### src/rtl/k_alu_sched.sv
// Two-requester round-robin scheduler for one shared K-series 32-bit ALU.
// Define K_ALU_SCHED_FIXED_PRIO_EN to make req0 win every contended grant.
module k_alu_sched #(
  parameter int TAG_W   = 4,
  parameter int ALU_LAT = 1,
  parameter int DIV_LAT = 16
) (
  input  logic             clk,
  input  logic             rst_n,
  input  logic             req0_valid,
  output logic             req0_ready,
  input  logic [2:0]       req0_op,
  input  logic [31:0]      req0_a,
  input  logic [31:0]      req0_b,
  input  logic [TAG_W-1:0] req0_tag,
  input  logic             req1_valid,
  output logic             req1_ready,
  input  logic [2:0]       req1_op,
  input  logic [31:0]      req1_a,
  input  logic [31:0]      req1_b,
  input  logic [TAG_W-1:0] req1_tag,
  output logic [2:0]       alu_sel,
  output logic             alu_enable,
  output logic [31:0]      alu_op_a,
  output logic [31:0]      alu_op_b,
  input  logic [31:0]      alu_result,
  output logic             wb_valid,
  input  logic             wb_ready,
  output logic [31:0]      wb_data,
  output logic [TAG_W-1:0] wb_tag,
  output logic             wb_src,
  output logic             wb_err,
  output logic             busy,
  output logic [1:0]       dbg_state
);

  // Handshakes: a transfer happens on a rising edge where valid & ready are
  // both high; valid and payload are held by the source until then.
  typedef enum logic [1:0] {IDLE = 2'd0, EXEC = 2'd1, RESP = 2'd2} state_t;

  localparam int MAX_LAT = (DIV_LAT > ALU_LAT) ? DIV_LAT : ALU_LAT;
  localparam int CNT_W   = $clog2(MAX_LAT) + 1;

  state_t             state, state_nx;
  logic [CNT_W-1:0]   cnt;
  logic [2:0]         op_r;
  logic [31:0]        a_r, b_r, data_r;
  logic [TAG_W-1:0]   tag_r;
  logic               src_r, err_r;

  logic               grant, accept, illegal, div0;
  logic [2:0]         sel_op;
  logic [31:0]        sel_a, sel_b;
  logic [TAG_W-1:0]   sel_tag;

`ifdef K_ALU_SCHED_FIXED_PRIO_EN
  always_comb begin
    grant = req1_valid & ~req0_valid;
  end
`else
  logic last_grant;

  always_comb begin
    grant = 1'b0;
    if (req0_valid && req1_valid) grant = ~last_grant;
    else if (req1_valid)          grant = 1'b1;
  end

  // Starts at 1 so req0 wins the first contended grant after reset.
  always_ff @(posedge clk or negedge rst_n) begin
    if (!rst_n)      last_grant <= 1'b1;
    else if (accept) last_grant <= grant;
  end
`endif

  // Readies are gated by rst_n so every output is 0 while reset is held.
  assign req0_ready = rst_n && (state == IDLE) && req0_valid && !grant;
  assign req1_ready = rst_n && (state == IDLE) && req1_valid && grant;
  assign accept     = req0_ready | req1_ready;

  assign sel_op  = grant ? req1_op  : req0_op;
  assign sel_a   = grant ? req1_a   : req0_a;
  assign sel_b   = grant ? req1_b   : req0_b;
  assign sel_tag = grant ? req1_tag : req0_tag;
  assign illegal = (sel_op[2:1] == 2'b11);
  assign div0    = (sel_op == 3'b100) && (sel_b == 32'd0);

  always_comb begin
    state_nx = state;
    case (state)
      IDLE: if (accept) state_nx = (illegal || div0) ? RESP : EXEC;
      EXEC: if (cnt == '0) state_nx = RESP;
      RESP: if (wb_ready) state_nx = IDLE;
      default: state_nx = IDLE;
    endcase
  end

  always_ff @(posedge clk or negedge rst_n) begin
    if (!rst_n) state <= IDLE;
    else        state <= state_nx;
  end

  always_ff @(posedge clk or negedge rst_n) begin
    if (!rst_n) begin
      cnt    <= '0;
      op_r   <= '0;
      a_r    <= '0;
      b_r    <= '0;
      tag_r  <= '0;
      src_r  <= 1'b0;
      data_r <= '0;
      err_r  <= 1'b0;
    end else begin
      case (state)
        IDLE: if (accept) begin
          op_r  <= sel_op;
          a_r   <= sel_a;
          b_r   <= sel_b;
          tag_r <= sel_tag;
          src_r <= grant;
          if (illegal) begin
            data_r <= 32'd0;
            err_r  <= 1'b1;
          end else if (div0) begin
            data_r <= 32'hFFFF_FFFF;
            err_r  <= 1'b1;
          end else begin
            cnt   <= (sel_op == 3'b100) ? CNT_W'(DIV_LAT - 1) : CNT_W'(ALU_LAT - 1);
            err_r <= 1'b0;
          end
        end
        EXEC: begin
          if (cnt == '0) begin
            data_r <= alu_result;
            err_r  <= 1'b0;
          end else begin
            cnt <= cnt - 1'b1;
          end
        end
        default: ;
      endcase
    end
  end

  // ALU and write-back outputs are forced to 0 outside their own phase.
  assign alu_enable = (state == EXEC);
  assign alu_sel    = alu_enable ? op_r : 3'd0;
  assign alu_op_a   = alu_enable ? a_r  : 32'd0;
  assign alu_op_b   = alu_enable ? b_r  : 32'd0;

  assign wb_valid = (state == RESP);
  assign wb_data  = wb_valid ? data_r : 32'd0;
  assign wb_tag   = wb_valid ? tag_r  : '0;
  assign wb_src   = wb_valid & src_r;
  assign wb_err   = wb_valid & err_r;

  assign busy      = (state != IDLE);
  assign dbg_state = state;

endmodule

### config.mk
export PLATFORM = sky130hd
export DESIGN_NAME = k_alu_sched
export DESIGN_NICKNAME = d
export VERILOG_FILES = /design/src/rtl/k_alu_sched.sv
export SDC_FILE = /design/constraint.sdc
export NUM_CORES = 1
export LEC_CHECK = 0
export CAP_MARGIN = 5
export CORE_MARGIN = 4
export CORE_UTILIZATION = 38
export DETAILED_ROUTE_END_ITERATION = 6
export PLACE_DENSITY = 0.82
export SETUP_SLACK_MARGIN = 0.05
export SLEW_MARGIN = 20
export SYNTH_ARGS = -nofsm -noshare
export SYNTH_HDL_FRONTEND = slang
export SYNTH_SLANG_ARGS = --single-unit
### constraint.sdc
create_clock -name clk -period 1.8 [get_ports clk]
set_input_delay 0.36 -clock clk [delete_from_list [all_inputs] [get_ports clk]]
set_output_delay 0.36 -clock clk [all_outputs]
set_load 0.03 [all_outputs]
==> Flow_metrics.wiki, run 1 <==
{| class="wikitable"
! Metric !! Value
|-
| Clock sink count || 113
|-
| Violated checks || setup timing
|-
| Maximum number of pins on one net before global-route repair || 114
|-
| Part of the total power dissipated in sequential elements || 20.8%
|-
| Tightest Pin Transition || 646 ps
|-
| Final count of pins violating max slew || 0
|-
| Filler-free cell count of the finished design || 1361
|-
| WL per Instance || 23.0 microns
|-
| Fraction of post-synthesis cell area in the top cell type by area || 45.3%
|-
| Number of synthesized flops with an enable pin || 0
|-
| CP Data Required Time || 2130 ps
|-
| P_leak || 5.58 nW
|-
| Arrival time at the worst endpoint || 2550 ps
|-
| Count of different cell masters after synthesis || 42
|-
| Total global routing overflow || 0
|-
| All-Layer GR Usage || 27.3%
|-
| Main flop type after synthesis || sky130_fd_sc_hd__dfrtp_1
|-
| Synth top cells by count || 149 x sky130_fd_sc_hd__nand2_1, 112 x sky130_fd_sc_hd__dfrtp_1, 106 x sky130_fd_sc_hd__and2_1
|-
| Peak clock frequency supported by timing || 450 MHz
|-
| Area post-placement || 9790 sq um
|-
| Vias after detailed routing || 7611
|-
| Die Width || 136 microns
|-
| First-pass GRT wire length || 38600 microns
|-
| Total wire length || 31300 microns
|-
| Setup Viol. Count Final || 149
|-
| Fraction of final layout cells with drive strength greater than 1 || 39.3%
|-
| Num CTS Buffers || 17
|-
| Syn-to-layout area delta || 102%
|-
| I/O pin total || 291
|-
| Critical Path Source Type || input pin
|-
| Initial Util || 38.8%
|-
| Number of synthesized register bits || 113
|-
| Detailed router's first-iteration violation count || 533
|-
| Fraction of power spent switching nets || 41.8%
|-
| Antenna Nets Post-Route || 0
|-
| Most instantiated library cell after synthesis || sky130_fd_sc_hd__nand2_1
|-
| Max Clock Skew || 9.84 ps
|-
| Clock input transition at the sequential cells of the worst setup and hold paths || 60 ps
|-
| Post-DP HPWL || 15900 microns
|-
| Maximum clock path buffer count || 2
|-
| DR pass1 iterations || 6
|-
| CTS hold repair buffers || 0
|-
| Unrepaired setup endpoints after global routing || true
|-
| Count of standard-cell rows || 46
|-
| # nets final || 1315
|-
| Cell type with the highest aggregate area in the netlist || sky130_fd_sc_hd__dfrtp_1
|-
| H-tree depth reported by CTS || 4
|-
| Status || finished with violations
|-
| Residual DRC count || 0
|-
| Crit end category || flip-flop
|-
| Crit path kind || input pin to flip-flop
|-
| Remaining max-slew budget at the tightest pin || 56.9%
|-
| Number of global-route vias before repair || 7050
|-
| Avg Vias per Cell || 5.59
|-
| Fraction of synthesis flops using an asynchronous set or reset pin || 100%
|-
| Part of the Yosys area used for sequential elements || 45.7%
|-
| Clock latency of the later-clocked register in the worst-skew pair || 420 ps
|-
| Maximum resistive drop on vdd || 0.862 mV
|-
| IO Port Bufs || 290
|-
| Main area contributors after synthesis || sky130_fd_sc_hd__dfrtp_1 45%, sky130_fd_sc_hd__and2_1 11%, sky130_fd_sc_hd__nand2_1 9.0%
|-
| Number of instances in the synthesized netlist || 746
|-
| Final worst slack || -421 ps
|-
| Multi-input logic area || 3680 sq um
|-
| Pwr Density || 1820 nW/um^2
|-
| Number of warnings reported in the yosys synthesis log || 0
|-
| Switching power total || 0.00952 W
|-
| Logic pwr share || 65.7%
|-
| Final core utilization || 78.5%
|-
| Final antenna diode count || 0
|-
| Final worst path period need || 2220 ps
|-
| Hold violation total from the final report || 0
|-
| Clk network pwr share || 13.5%
|-
| Share of the clock period used by the worst path after layout || 123%
|-
| TritonCTS clock tree || yes
|-
| Post-synthesis net count || 927
|-
| Chip height || 136 microns
|-
| Worst-path maximum fanout || 7
|-
| Kind of path behind the tightest hold check || input pin to asynchronous set/reset pin
|-
| Routability congestion estimate from global placement || 0.907
|-
| Design internal power || 0.0133 W
|-
| Placed Cells incl. Taps || 1262
|-
| Cell area after synthesis || 6190 sq um
|-
| Clk Tree Root Cell || sky130_fd_sc_hd__clkbuf_16
|-
| Filler cells || 918
|-
| Avg Synthesized Cell Area || 8.30 sq um
|-
| Pre-CTS worst setup slack || -908 ps
|-
| Die area || 18400 sq um
|-
| Sequential cell area || 2830 sq um
|-
| Core region area || 15900 sq um
|-
| Max-Cap Viols || 0
|-
| Final Cell Area || 12500 sq um
|-
| Number of antenna violations at the first check in global routing || 2
|}
## state kept, by name, indices dropped and copies added (netlist names), 2 cells and up
name,cells
a_r,32
b_r,32
data_r,32
cnt,5
tag_r,4
op_r,3
dbg_state,2
## what timing repair did
| item | in CTS | in global routing |
|---|---|---|
| gates cloned | 11 | 27 |
| endpoints found under the setup margin | 167 | 217 |
| resized for setup | 188 | 131 |
| setup buffers | 16 | 18 |
| pin swaps | 32 | 77 |
## path summary, 6_finish.rpt
kind                                         from                      to  slack (ps)  cells after the start
max                                     req1_b[8]  data_r[18]$_DFFE_PN0P_        -420                      9
min                                         rst_n     b_r[12]$_DFFE_PN0P_          70                      2
max reg2reg                last_grant$_DFFE_PN1N_  data_r[18]$_DFFE_PN0P_        -320                      9
min reg2reg                     src_r$_DFFE_PN0P_       src_r$_DFFE_PN0P_         510                      1
max in group asynchronous                   rst_n     a_r[13]$_DFFE_PN0P_        1240                      2
min in group clk                       req1_b[18]     b_r[18]$_DFFE_PN0P_         260                      3
## stage by stage
stage / power, W / hold slack (ps) / setup TNS, ps
floorplan: 0.0108 / 64.4 / -4780
global placement: 0.0146 / 451 / -43210
detailed placement: 0.0148 / 475 / -47210
CTS: 0.0202 / 111 / -27220
global route: 0.0237 / 119 / -42180
finish: 0.0228 / 71.7 / -36520
## kinds of logic (layout without fill, tap and decap cells)
logic type / count (synthesis) / after routing / share of synthesized area, %
xor+xnor: 1 / 1 / 0.142
buf+inv: 91 / 490 / 6.45
flops: 113 / 113 / 45.7
fa+ha+maj: 2 / 2 / 0.404
mux: 35 / 35 / 5.76
simple gates: 375 / 375 / 28.6
compound gates: 129 / 129 / 13.0
## metal layers
layer	share of wire [%]	track usage [%]	up-vias	wire length, microns
met4	5.5	11.0	4	1700
met3	9.7	8.95	156	3040
met5	0.090	0	-	28
met1	36	30.8	3652	11200
met2	49	47.5	529	15300
li1	-	-	3270	-
## final cells by class
cell class,instances,area share [%]
tap,216,2.16
multi-input combinational,542,29.4
clock inverter,6,0.260
timing repair inverter,2,0.220
inverter,38,1.24
timing repair buffer,420,40.1
sequential,113,22.6
clock buffer,24,3.93
## power by group through the flow
stage	Sequential, W	Combinational [W]	Clock, W
CTS	0.00449	0.0126	0.00308
global route	0.00485	0.0156	0.00322
floorplan	0.00434	0.00648	0
detailed placement	0.00448	0.0104	0
global placement	0.00441	0.0102	0
finish	0.00473	0.0150	0.00309
## cells in the final DEF (no fill, tap or decap), drive strengths merged, types with 6 or more instances in the layout
cell type / count
buf: 222
clkdlybuf4s50: 159
nand2: 149
dfrtp: 112
and2: 106
nor2: 85
a31oi: 74
clkbuf: 42
inv: 38
a21oi: 38
mux2i: 33
dlygate4sd2: 15
nor4: 14
clkinv: 7
nand4: 6
## critical path: stages
cell and delay (ps):
sky130_fd_sc_hd__clkdlybuf4s50_1 480, sky130_fd_sc_hd__nor4_1 410, sky130_fd_sc_hd__nand4_1 180, sky130_fd_sc_hd__a22oi_2 270, sky130_fd_sc_hd__o21ai_4 130, sky130_fd_sc_hd__o22ai_4 160, sky130_fd_sc_hd__buf_6 160, sky130_fd_sc_hd__buf_12 140
sky130_fd_sc_hd__mux2i_4 260
(Power assumes the default switching activity.)
==> run 2, diff against run 1 <==
- CORE_MARGIN: 4 -> 5
- PLACE_DENSITY: 0.82 -> 0.78
==> Flow_metrics.wiki, run 2 (synthesized netlist as in run 1, its figures left out) <==
{| class="wikitable"
! Metric !! Value
|-
| Avg Vias per Cell || 5.26
|-
| Filler cells || 1024
|-
| Number of antenna violations at the first check in global routing || 3
|-
| Total wire length || 27400 microns
|-
| Unrepaired setup endpoints after global routing || true
|-
| P_leak || 5.49 nW
|-
| R2r endpoint || data_r[14]$_DFFE_PN0P_
|-
| Arrival time at the worst endpoint || 2500 ps
|-
| Maximum resistive drop on vdd || 0.930 mV
|-
| Routability congestion estimate from global placement || 0.920
|-
| Vias after detailed routing || 7068
|-
| Sequential cell area || 2830 sq um
|-
| Die Width || 138 microns
|-
| Maximum number of pins on one net before global-route repair || 114
|-
| Start point of the critical path || req1_b[27]
|-
| Multi-input logic area || 3430 sq um
|-
| Final count of pins violating max slew || 0
|-
| Status || finished with violations
|-
| DR pass1 iterations || 5
|-
| Tightest Pin Transition || 651 ps
|-
| Final worst path period need || 2180 ps
|-
| Depth of the worst register-to-register path || 9
|-
| Detailed router's first-iteration violation count || 462
|-
| I/O pin total || 291
|-
| First-pass GRT wire length || 34500 microns
|-
| Kind of path behind the tightest hold check || input pin to asynchronous set/reset pin
|-
| Max-Cap Viols || 0
|-
| All-Layer GR Usage || 23.6%
|-
| Share of the clock period used by the worst path after layout || 121%
|-
| TritonCTS clock tree || yes
|-
| Clock sink count || 113
|-
| Num CTS Buffers || 17
|-
| Final core utilization || 75.7%
|-
| Fraction of final layout cells with drive strength greater than 1 || 35.0%
|-
| Clock latency of the later-clocked register in the worst-skew pair || 410 ps
|-
| Worst-path maximum fanout || 9
|-
| Max Clock Skew || 6.13 ps
|-
| Antenna Nets Post-Route || 0
|-
| Residual DRC count || 0
|-
| Commonest non-fill, non-tap cell in the layout || sky130_fd_sc_hd__clkdlybuf4s50_1
|-
| Setup Viol. Count Final || 174
|-
| Area post-placement || 9920 sq um
|-
| Remaining max-slew budget at the tightest pin || 56.6%
|-
| Maximum clock path buffer count || 2
|-
| Peak clock frequency supported by timing || 459 MHz
|-
| Count of standard-cell rows || 46
|-
| Final worst slack || -380 ps
|-
| Syn-to-layout area delta || 95.0%
|-
| Crit end category || flip-flop
|-
| Reg-to-reg slack, setup || -380 ps
|-
| WL per Instance || 20.4 microns
|-
| Core region area || 15900 sq um
|-
| H-tree depth reported by CTS || 4
|-
| Total global routing overflow || 0
|-
| CTS hold repair buffers || 0
|-
| CP Data Required Time || 2120 ps
|-
| # nets final || 1299
|-
| Largest registers || a_r x32, b_r x32, data_r x32
|-
| Pwr Density || 1800 nW/um^2
|-
| Chip height || 138 microns
|-
| Sum of negative setup slack || -42450 ps
|-
| Violated checks || setup timing
|-
| IO Port Bufs || 290
|-
| Clock input transition at the sequential cells of the worst setup and hold paths || 50 ps
|-
| Initial Util || 38.8%
|-
| Critical Path Source Type || input pin
|-
| Critical register-to-register path startpoint || last_grant$_DFFE_PN1N_
|-
| Final worst hold slack || 77.0 ps
|-
| Die area || 18900 sq um
|-
| Final Cell Area || 12100 sq um
|-
| Most frequent cells in the layout || 152 x sky130_fd_sc_hd__clkdlybuf4s50_1, 147 x sky130_fd_sc_hd__nand2_1, 110 x sky130_fd_sc_hd__dfrtp_1
|-
| Number of global-route vias before repair || 6550
|-
| Filler-free cell count of the finished design || 1345
|-
| Hold violation total from the final report || 0
|-
| Post-DP HPWL || 16400 microns
|-
| Clk Tree Root Cell || sky130_fd_sc_hd__clkbuf_16
|-
| Crit path kind || input pin to flip-flop
|-
| Placed Cells incl. Taps || 1265
|}
## run 2: cell count changes in the layout (fill, tap and decap cells not counted), sizes merged
cell	delta
clkbuf	-1
inv	+1
clkinvlp	-1
diode	+1
buf	-15
clkdlybuf4s15	-1
clkinv	-2
bufbuf	-1
clkdlybuf4s50	-7
bufinv	+2
dlymetal6s2s	+8
## run 2: how the worst max path moves through the flow
stage | endpoint | cells past startpoint
2_1_floorplan | data_r[10]$_DFFE_PN0P_ | 7
3_3_place_gp | data_r[8]$_DFFE_PN0P_ | 8
3_5_place_dp | data_r[2]$_DFFE_PN0P_ | 8
4_1_cts | data_r[25]$_DFFE_PN0P_ | 8
5_1_grt | data_r[14]$_DFFE_PN0P_ | 9
6_report | data_r[14]$_DFFE_PN0P_ | 10
## run 2: area by class of cell
cell class	count	share of cell area, %
flip-flops and latches	113	23.5
diodes	1	0.0207
clock inverters	6	0.663
multi-input cells	542	28.4
repair inverters	2	0.166
clock buffers	23	4.13
inverters	38	1.29
well taps	216	2.24
repair buffers	404	39.6
## run 2: timing repair
action | in CTS | in global routing
cloned | 1 | 24
resized for setup | 100 | 130
setup endpoints to repair | 190 | 219
buffers inserted | 7 | 20
pin swaps | 5 | 19
## run 2: worst max-delay path, stage by stage
cell,delay (ps)
sky130_fd_sc_hd__clkdlybuf4s50_1,470
sky130_fd_sc_hd__nor4_2,230
sky130_fd_sc_hd__buf_4,150
sky130_fd_sc_hd__nand4_1,130
sky130_fd_sc_hd__a22oi_2,250
sky130_fd_sc_hd__o21ai_4,140
sky130_fd_sc_hd__o22ai_4,210
sky130_fd_sc_hd__buf_4,170
sky130_fd_sc_hd__clkbuf_16,160
sky130_fd_sc_hd__mux2i_1,220
## run 2: per-layer routing
metal	global-route usage (%)	vias to the layer above	share of wire (%)
met4	10.9	4	3.9
met3	8.22	81	9.5
li1	-	3236	-
met2	38.8	369	49
met5	0	-	0.13
met1	27.7	3378	37
## run 2: power breakdown
part / total [W] / leakage, nW / internal [W] / switching, W
sequential: 0.00451 / 1.25 / 0.00380 / 0.000712
combinational: 0.0139 / 3.94 / 0.00705 / 0.00681
clock: 0.00333 / 0.291 / 0.00219 / 0.00114
total: 0.0217 / 5.49 / 0.0130 / 0.00866
## run 2: stage by stage
stage          worst slack (ps)  power [W]
2_1_floorplan              -155     0.0108
3_3_place_gp               -851     0.0150
3_5_place_dp               -866     0.0152
4_1_cts                    -262     0.0191
5_1_grt                    -468     0.0228
6_report                   -380     0.0217
==> run 3, diff against run 2 <==
- CORE_UTILIZATION: 38 -> 39
- CTS_BUF_LIST: unset -> sky130_fd_sc_hd__clkbuf_8
- PLACE_DENSITY: 0.78 -> 0.8
- clock period: 1.8 -> 2 ns (I/O delays scaled with it)
==> Flow_metrics.wiki, run 3 (synthesized netlist as in run 1, its figures left out) <==
{| class="wikitable"
! Metric !! Value
|-
| I/O pin total || 291
|-
| Chip height || 136 microns
|-
| Fraction of power spent switching nets || 42.5%
|-
| Final Cell Area || 11400 sq um
|-
| Design internal power || 0.0104 W
|-
| Worst-path maximum fanout || 6
|-
| Clk Tree Root Cell || sky130_fd_sc_hd__clkbuf_8
|-
| Most frequent cells in the layout || 164 x sky130_fd_sc_hd__clkdlybuf4s50_1, 148 x sky130_fd_sc_hd__nand2_1, 112 x sky130_fd_sc_hd__buf_6
|-
| Post-DP HPWL || 15900 microns
|-
| Final count of pins violating max slew || 0
|-
| Remaining max-slew budget at the tightest pin || 56.6%
|-
| H-tree depth reported by CTS || 4
|-
| Fraction of final layout cells with drive strength greater than 1 || 34.6%
|-
| Clock latency of the later-clocked register in the worst-skew pair || 440 ps
|-
| Depth of the worst register-to-register path || 9
|-
| Syn-to-layout area delta || 84.2%
|-
| Final worst slack || -201 ps
|-
| Total global routing overflow || 0
|-
| Critical Path Source Type || input pin
|-
| Max-Cap Viols || 0
|-
| Final worst hold slack || 72.6 ps
|-
| Vias after detailed routing || 7077
|-
| Core region area || 15700 sq um
|-
| Arrival time at the worst endpoint || 2550 ps
|-
| Maximum number of pins on one net before global-route repair || 114
|-
| Unrepaired setup endpoints after global routing || true
|-
| Start point of the critical path || req0_b[30]
|-
| Count of standard-cell rows || 46
|-
| Clk network pwr share || 13.4%
|-
| Filler cells || 1094
|-
| Setup Viol. Count Final || 149
|-
| Part of the total power dissipated in sequential elements || 22.7%
|-
| Final worst path period need || 2200 ps
|-
| Peak clock frequency supported by timing || 454 MHz
|-
| Switching power total || 0.00768 W
|-
| Detailed router's first-iteration violation count || 422
|-
| Commonest non-fill, non-tap cell in the layout || sky130_fd_sc_hd__clkdlybuf4s50_1
|-
| R2r endpoint || data_r[16]$_DFFE_PN0P_
|-
| First-pass GRT wire length || 38100 microns
|-
| Number of global-route vias before repair || 7049
|-
| Residual DRC count || 0
|-
| Reg-to-reg slack, setup || -180 ps
|-
| Clock sink count || 113
|-
| # nets final || 1297
|-
| Filler-free cell count of the finished design || 1345
|-
| Maximum resistive drop on vdd || 0.793 mV
|-
| Clock input transition at the sequential cells of the worst setup and hold paths || 80 ps
|-
| P_leak || 5.15 nW
|-
| Routability congestion estimate from global placement || 0.918
|-
| Avg Vias per Cell || 5.26
|-
| Die area || 18500 sq um
|-
| Die Width || 136 microns
|-
| Pwr Density || 1590 nW/um^2
|-
| Critical path endpoint || data_r[16]$_DFFE_PN0P_
|-
| DR pass1 iterations || 6
|-
| Placed Cells incl. Taps || 1254
|-
| Crit path kind || input pin to flip-flop
|-
| Share of the clock period used by the worst path after layout || 110%
|-
| CP Data Required Time || 2350 ps
|-
| Largest registers || a_r x32, b_r x32, data_r x32
|-
| Initial Util || 39.4%
|-
| IO Port Bufs || 290
|-
| Num CTS Buffers || 17
|-
| Max Clock Skew || 14.1 ps
|-
| Tightest Pin Transition || 651 ps
|-
| Pre-CTS worst setup slack || -732 ps
|-
| Final core utilization || 72.6%
|-
| Critical register-to-register path startpoint || last_grant$_DFFE_PN1N_
|-
| Crit end category || flip-flop
|-
| All-Layer GR Usage || 27.0%
|-
| Hold violation total from the final report || 0
|-
| Area post-placement || 9430 sq um
|-
| Antenna Nets Post-Route || 0
|-
| TritonCTS clock tree || yes
|-
| Status || finished with violations
|-
| Maximum clock path buffer count || 2
|-
| Number of antenna violations at the first check in global routing || 2
|-
| Violated checks || setup timing
|-
| Logic pwr share || 63.9%
|-
| WL per Instance || 20.2 microns
|-
| CTS hold repair buffers || 0
|-
| Kind of path behind the tightest hold check || input pin to asynchronous set/reset pin
|-
| Total wire length || 27200 microns
|}
## run 3: changes by cell type in the layout (fill, tap and decap cells not counted), sizes merged
cell / previous run / this run
clkbuf: 41 / 26
clkdlybuf4s15: 0 / 1
clkdlybuf4s50: 152 / 164
bufbuf: 0 / 1
buf: 207 / 215
clkinvlp: 0 / 2
dlymetal6s2s: 12 / 0
bufinv: 2 / 4
inv: 39 / 40
## run 3: through the flow
stage               TNS (ps)  total power [W]
floorplan                  0          0.00926
global placement      -33200           0.0122
detailed placement    -32540           0.0124
CTS                   -11920           0.0171
global route          -22690           0.0190
finish                -14140           0.0181
## run 3: worst max-delay path, cell delays in order
cell and delay, ps:
sky130_fd_sc_hd__clkdlybuf4s50_1 460, sky130_fd_sc_hd__nor4_2 290, sky130_fd_sc_hd__buf_4 160, sky130_fd_sc_hd__nand4_1 120, sky130_fd_sc_hd__a22oi_2 230, sky130_fd_sc_hd__o21ai_4 130
sky130_fd_sc_hd__o22ai_4 220, sky130_fd_sc_hd__buf_12 150, sky130_fd_sc_hd__buf_12 140, sky130_fd_sc_hd__mux2i_2 240
## run 3: area by class of cell
cell class                 instances  area (sq um)  area share [%]
timing repair inverter             1          8.76          0.0768
antenna                            1          2.50          0.0220
clock buffer                      19           262            2.29
inverter                          38           155            1.36
clock inverter                    12           166            1.46
tap                              216           270            2.37
timing repair buffer             403          4320            37.9
sequential                       113          2830            24.8
multi-input combinational        542          3380            29.7
## run 3: layer usage
metal  global-route usage (%)  part of all wire [%]  vias to the layer above
met3                     9.03                   9.1                       91
li1                         -                     -                     3225
met4                     13.4                   4.6                        2
met1                     29.9                    36                     3376
met5                        0                 0.059                        -
met2                     46.4                    50                      383
## run 3: worst min-delay path by stage
stage,start,to,slack (ps),depth (start not counted)
after detailed placement,src_r$_DFFE_PN0P_,src_r$_DFFE_PN0P_,470,1
final,rst_n,tag_r[2]$_DFFE_PN0P_,70,2
after floorplan,rst_n,a_r[0]$_DFFE_PN0P_,100,0
after global placement,src_r$_DFFE_PN0P_,src_r$_DFFE_PN0P_,450,1
after CTS,rst_n,tag_r[2]$_DFFE_PN0P_,100,2
after global routing,rst_n,tag_r[2]$_DFFE_PN0P_,110,2
## run 3: power groups by stage
stage | registers, W | clock network (W) | logic [W]
after floorplan | 0.00387 | 0 | 0.00539
after global placement | 0.00395 | 0 | 0.00825
after detailed placement | 0.00401 | 0 | 0.00838
after CTS | 0.00401 | 0.00245 | 0.0106
after global routing | 0.00422 | 0.00257 | 0.0122
final | 0.00410 | 0.00243 | 0.0116
## run 3: timing repair
item / 4_1_cts / 5_1_grt
endpoints found under the setup margin: 148 / 153
hold endpoints to repair: 0 / 0
pin swaps: 26 / 27
gates cloned: 12 / 8
gates resized for setup: 214 / 82
setup buffers: 32 / 17
